==> src/rtl/alu_ctrl_pkg.sv <==
// Shared constants for the ALU sequencer: one-hot state bit positions,
// operation encodings and a one-hot legality helper.
package alu_ctrl_pkg;

  localparam int N_STATES = 11;

  localparam int S_IDLE        = 0;
  localparam int S_LOAD        = 1;
  localparam int S_EXEC        = 2;
  localparam int S_BOOTH_CHK   = 3;
  localparam int S_BOOTH_SHIFT = 4;
  localparam int S_DIV_SHIFT   = 5;
  localparam int S_DIV_SUB     = 6;
  localparam int S_DIV_FIX     = 7;
  localparam int S_OUT_HI      = 8;
  localparam int S_OUT_LO      = 9;
  localparam int S_DONE        = 10;

  typedef logic [N_STATES-1:0] state_vec_t;

  localparam state_vec_t STATE_IDLE = state_vec_t'(1);

  typedef enum logic [1:0] {
    OP_ADD = 2'b00,
    OP_SUB = 2'b01,
    OP_MUL = 2'b10,
    OP_DIV = 2'b11
  } op_e;

  // Exactly one bit set: non-zero and clearing the lowest set bit leaves zero.
  function automatic logic is_onehot(input state_vec_t s);
    return (s != '0) && ((s & (s - state_vec_t'(1))) == '0);
  endfunction

endpackage

==> src/rtl/alu_ctrl_state_reg.sv <==
// One-hot state register for the ALU sequencer; reset lands on IDLE only.
module alu_ctrl_state_reg
  import alu_ctrl_pkg::*;
(
  input  logic       clk,
  input  logic       reset,
  input  state_vec_t state_d,
  output state_vec_t state_q
);

  always_ff @(posedge clk) begin
    if (reset) state_q <= STATE_IDLE;
    else       state_q <= state_d;
  end

endmodule

==> src/rtl/alu_control_unit.sv <==
// Sequencer for an add/sub/Booth-multiply/restoring-divide datapath.
// Strobes decode from the one-hot state; an illegal state idles all outputs.
module alu_control_unit
  import alu_ctrl_pkg::*;
#(
  parameter int WIDTH = 8,
  parameter int CNT_W = $clog2(WIDTH)
) (
  input  logic                clk,
  input  logic                reset,
  input  logic                start,
  input  logic [1:0]          op,
  input  logic                q0,
  input  logic                q_m1,
  input  logic                a_sign,
  input  logic                divisor_zero,
  output logic                clr_a,
  output logic                ld_a,
  output logic                ld_m,
  output logic                ld_q,
  output logic                add_en,
  output logic                sub_en,
  output logic                shift_en,
  output logic                shift_left,
  output logic                set_q0,
  output logic                out_hi,
  output logic                out_lo,
  output logic                busy,
  output logic                done,
  output logic                error,
  output logic [N_STATES-1:0] state,
  output logic [CNT_W-1:0]    cnt
);

  state_vec_t       state_q;
  state_vec_t       state_nxt;
  wire  state_vec_t state_d;
  logic [CNT_W-1:0] cnt_q, cnt_d;
  op_e              op_q, op_d;
  logic             err_q, err_d;
  logic             valid;
  logic             last;

  assign state_d = state_nxt;

  alu_ctrl_state_reg u_state_reg (
    .clk     (clk),
    .reset   (reset),
    .state_d (state_d),
    .state_q (state_q)
  );

  assign state = state_q;
  assign cnt   = cnt_q;
  assign valid = !reset && is_onehot(state_q);
  assign last  = (cnt_q == CNT_W'(WIDTH - 1));

  always_comb begin
    state_nxt  = '0;
    cnt_d      = cnt_q;
    op_d       = op_q;
    err_d      = err_q;
    clr_a      = 1'b0;
    ld_a       = 1'b0;
    ld_m       = 1'b0;
    ld_q       = 1'b0;
    add_en     = 1'b0;
    sub_en     = 1'b0;
    shift_en   = 1'b0;
    shift_left = 1'b0;
    set_q0     = 1'b0;
    out_hi     = 1'b0;
    out_lo     = 1'b0;
    busy       = 1'b0;
    done       = 1'b0;
    error      = 1'b0;
    if (!valid) begin
      state_nxt = STATE_IDLE;
    end else begin
      busy = !state_q[S_IDLE];
      case (1'b1)
        state_q[S_IDLE]: begin
          err_d = 1'b0;
          if (start) begin
            op_d              = op_e'(op);
            state_nxt[S_LOAD] = 1'b1;
          end else begin
            state_nxt[S_IDLE] = 1'b1;
          end
        end
        state_q[S_LOAD]: begin
          ld_m  = 1'b1;
          ld_q  = 1'b1;
          cnt_d = '0;
          if (op_q == OP_ADD || op_q == OP_SUB) ld_a = 1'b1;
          else                                  clr_a = 1'b1;
          err_d = (op_q == OP_DIV) && divisor_zero;
          if (op_q == OP_DIV && divisor_zero) state_nxt[S_DONE] = 1'b1;
          else if (op_q == OP_MUL)            state_nxt[S_BOOTH_CHK] = 1'b1;
          else if (op_q == OP_DIV)            state_nxt[S_DIV_SHIFT] = 1'b1;
          else                                state_nxt[S_EXEC] = 1'b1;
        end
        state_q[S_EXEC]: begin
          if (op_q == OP_SUB) sub_en = 1'b1;
          else                add_en = 1'b1;
          state_nxt[S_OUT_LO] = 1'b1;
        end
        state_q[S_BOOTH_CHK]: begin
          // 10 starts a run of ones (subtract M), 01 ends one (add M)
          case ({q0, q_m1})
            2'b10:   sub_en = 1'b1;
            2'b01:   add_en = 1'b1;
            default: ;
          endcase
          state_nxt[S_BOOTH_SHIFT] = 1'b1;
        end
        state_q[S_BOOTH_SHIFT]: begin
          shift_en = 1'b1;
          if (last) begin
            state_nxt[S_OUT_HI] = 1'b1;
          end else begin
            cnt_d                  = cnt_q + CNT_W'(1);
            state_nxt[S_BOOTH_CHK] = 1'b1;
          end
        end
        state_q[S_DIV_SHIFT]: begin
          shift_en   = 1'b1;
          shift_left = 1'b1;
          state_nxt[S_DIV_SUB] = 1'b1;
        end
        state_q[S_DIV_SUB]: begin
          sub_en = 1'b1;
          state_nxt[S_DIV_FIX] = 1'b1;
        end
        state_q[S_DIV_FIX]: begin
          if (a_sign) add_en = 1'b1;
          else        set_q0 = 1'b1;
          if (last) begin
            state_nxt[S_OUT_HI] = 1'b1;
          end else begin
            cnt_d                  = cnt_q + CNT_W'(1);
            state_nxt[S_DIV_SHIFT] = 1'b1;
          end
        end
        state_q[S_OUT_HI]: begin
          out_hi = 1'b1;
          state_nxt[S_OUT_LO] = 1'b1;
        end
        state_q[S_OUT_LO]: begin
          out_lo = 1'b1;
          state_nxt[S_DONE] = 1'b1;
        end
        state_q[S_DONE]: begin
          done  = 1'b1;
          error = err_q;
          state_nxt[S_IDLE] = 1'b1;
        end
        default: state_nxt = STATE_IDLE;
      endcase
    end
  end

  always_ff @(posedge clk) begin
    if (reset) begin
      cnt_q <= '0;
      op_q  <= OP_ADD;
      err_q <= 1'b0;
    end else begin
      cnt_q <= cnt_d;
      op_q  <= op_d;
      err_q <= err_d;
    end
  end

endmodule

==> config.mk <==
export PLATFORM = sky130hd
export DESIGN_NAME = alu_control_unit
export DESIGN_NICKNAME = d
export VERILOG_FILES = /design/src/rtl/alu_ctrl_pkg.sv /design/src/rtl/alu_ctrl_state_reg.sv /design/src/rtl/alu_control_unit.sv
export SDC_FILE = /design/constraint.sdc
export NUM_CORES = 1
export LEC_CHECK = 0
export BUFFER_PORTS_ARGS = -buffer_cell sky130_fd_sc_hd__buf_2
export CORE_ASPECT_RATIO = 0.6
export CORE_MARGIN = 2
export CORE_UTILIZATION = 25
export DETAILED_ROUTE_END_ITERATION = 12
export GPL_TIMING_DRIVEN = 0
export PLACE_DENSITY = 0.55
export SYNTH_ARGS = -nofsm -noshare
export SYNTH_HDL_FRONTEND = slang
export SYNTH_HIERARCHICAL = 1
export SYNTH_SLANG_ARGS = --single-unit
==> constraint.sdc <==
create_clock -name clk -period 6.8 [get_ports clk]
set_input_delay 1.02 -clock clk [delete_from_list [all_inputs] [get_ports clk]]
set_output_delay 1.02 -clock clk [all_outputs]
set_load 0.02 [all_outputs]
==> run summary <==
# rows -> 19
Layout Skew -> 6.81 ps
sequential share of the synthesized area -> 27.1%
worst slack at placement -> 3030 ps
routed wire length -> 3750 um
RSZ-0062 raised after global routing -> no
critical path data required time -> 5780 ps
Sw Pwr -> 54.5 uW
clock transition at the registers of the reported paths -> 60 ps
die width -> 95.5 um
Clock Sinks -> 17
hold path start -> cnt[1]$_SDFFE_PP0P_
Initial DRT Pass Iterations -> 4
Clock power frac -> 36.7%
Fmax achieved -> 261 MHz
most common cell after layout, fill and taps aside -> buf_2
critical path data arrival time -> 2810 ps
final period utilization -> 56.4%
initial antenna violation count -> 0
Final WS setup -> 2970 ps
core area -> 4710 um2
CP startpoint kind -> primary input
leakage -> 0.676 nW
critical-path cell list -> buf_2, a21oi_1, o21ai_4, buf_6, nor3_1, buf_4, buf_2
top library cells by usage in the layout, fill and taps aside -> buf_2, dfxtp_1, nor2_1, nor3_1, nor2b_1
R2R Path End -> u_state_reg/state_q[0]$_SDFF_PP1_
H-tree level count -> 1
combinational power share -> 13.9%
DR vias/cell -> 4.86
Inserted Diodes -> 0
share of layout cells above drive strength 1 -> 31.4%
Crit path top cell by count -> buf_2
# Max-Cap Violations -> 0
CTS max path bufs -> 2
placed cell area -> 1520 um2
Area Growth Syn to Fin -> 24.2%
Root Buffer -> clkbuf_8
Internal -> 154 uW
die extent in y -> 58.9 um
vias in the first global route -> 1072
WHS Endpoint -> cnt[1]$_SDFFE_PP0P_
worst r2r src -> u_state_reg/state_q[4]$_SDFF_PP0_
number of synthesized register bits -> 17
Post-Syn Area per Cell -> 8.49 um2
Initial Util -> 26.7%
Worst Setup SP -> reset
Syn Nets -> 159
CP Class -> in -> out
TritonCTS Buffers -> 3
Congestion Overflow GR -> 0
Top FF cell, synth -> dfxtp_1
FFs w/ async S/R, synth -> 0%
Worst Hold Class -> reg -> reg
VDD IR-drop max -> 0.0722 mV
cell taking the most area after synthesis -> dfxtp_1
Final Hold Vio Count -> 0
Syn. warnings -> 6
Final GP Congestion -> 0.791
CTS tree -> done
Post-Syn Instances -> 148
boundary pin count -> 37
R2R depth -> 7
CTS resizes -> 0
via count -> 1220
Pwr Density -> 134 nW/um2
WL/cell -> 14.9 um
final setup TNS -> 0 ps
total track usage -> 13.7%
Sw Share -> 26.2%
post-route antenna net violation count -> 0
Total Power -> 208 uW
CP max stage delay -> 660 ps
postcts setup bufs -> 0
Slew Limit Fails -> 0
post-synth top area share -> 27.1%
Post-Layout Inst Area -> 1560 um2
Area contributors post-synth -> dfxtp_1, nor2b_1, nor2_1
CP max-delay cell -> a21oi_1
DIE AREA -> 5630 um2
worst skew pair latency -> 250 ps
status -> completed
R2R setup slack -> 4350 ps
portion of total power attributed to sequential cells -> 49.4%
Max-slew headroom -> 44.9%
number of synthesized flops with an enable pin -> 0
final setup fails -> 0
Syn Std Cell Area -> 1260 um2
hold path depth -> 2
largest net degree at the start of global routing -> 12
Worst-Margin Slew -> 826 ps
IO Port Bufs -> 36
Tmin final -> 3830 ps
CTS hold repair buffers -> 0
dpl hpwl -> 2840 um
crit path max fanout -> 11
hold_ws -> 503 ps
DRT iter0 DRCs -> 153
# DRC -> 0
crit end category -> output pin
nets -> 200
first-pass GRT wire length -> 5870 um
post-synthesis cell type count -> 53
## through the flow
step / utilization [%] / instances
global placement: 32.2 / 247
global route: 33.1 / 251
CTS: 33.1 / 251
detailed placement: 32.2 / 247
floorplan: - / 148
finish: 33.1 / 251
## per-layer routing
metal | vias up | global-route usage, % | wire [um]
met5 | - | 0 | 0
met1 | 558 | 24.0 | 2130
li1 | 611 | - | -
met2 | 49 | 16.4 | 1290
met3 | 2 | 3.20 | 308
met4 | 0 | 1.22 | 14
## critical path, delay by kind of cell
kind / cells / cell delay [ps]
AOI/OAI and AO/OA: 2 / 880
buffers and inverters: 4 / 680
and+or+nand+nor: 1 / 230
## cell families after synthesis
kind of cell,synth area share [%]
fa+ha+maj,2.79
buf+inv,10.3
flops,27.1
compound gates,18.1
simple gates,35.3
xor+xnor,2.09
mux,4.38
## cell type report
cell class	count	area, um2
Sequential cell	17	340
Clock buffer	4	45.0
Multi-Input combinational cell	114	787
Timing Repair Buffer	36	180
Tap cell	63	78.8
Fill cell	517	3150
Inverter	7	26.3
Buffer	10	103
## synth_stat cells, types with 3 or more instances
library cell   n
inv_1          6
nor2b_1       11
nand2_1        9
mux2i_1        4
o21ai_0        4
nand2b_1       6
nor2_1        16
nor3_1        11
clkbuf_8       3
buf_6          4
nor4_1         4
a21oi_1        5
nand3_1        3
dfxtp_1       17
## worst max path at each step
| stage | to | slack [ps] | depth (start not counted) |
|---|---|---|---|
| final | ld_q | 2970 | 7 |
| after global placement | ld_q | 3070 | 7 |
| after global routing | ld_q | 2860 | 9 |
| after floorplan | ld_q | 3190 | 5 |
| after CTS | ld_q | 3020 | 7 |
| after detailed placement | ld_q | 3030 | 7 |
## registers in the layout (all words and copies together) (netlist names)
register             count
cnt                      3
err_q                    1
op_q                     2
u_state_reg/state_q     11
## power groups by stage
stage,sequential (mW),combinational (mW),clock (mW)
after CTS,0.103,0.0286,0.0804
final,0.103,0.0289,0.0765
after global routing,0.103,0.0312,0.0836
after global placement,0.105,0.0286,0
after detailed placement,0.105,0.0285,0
after floorplan,0.105,0.0186,0
Power figures use the tool's default switching activity.
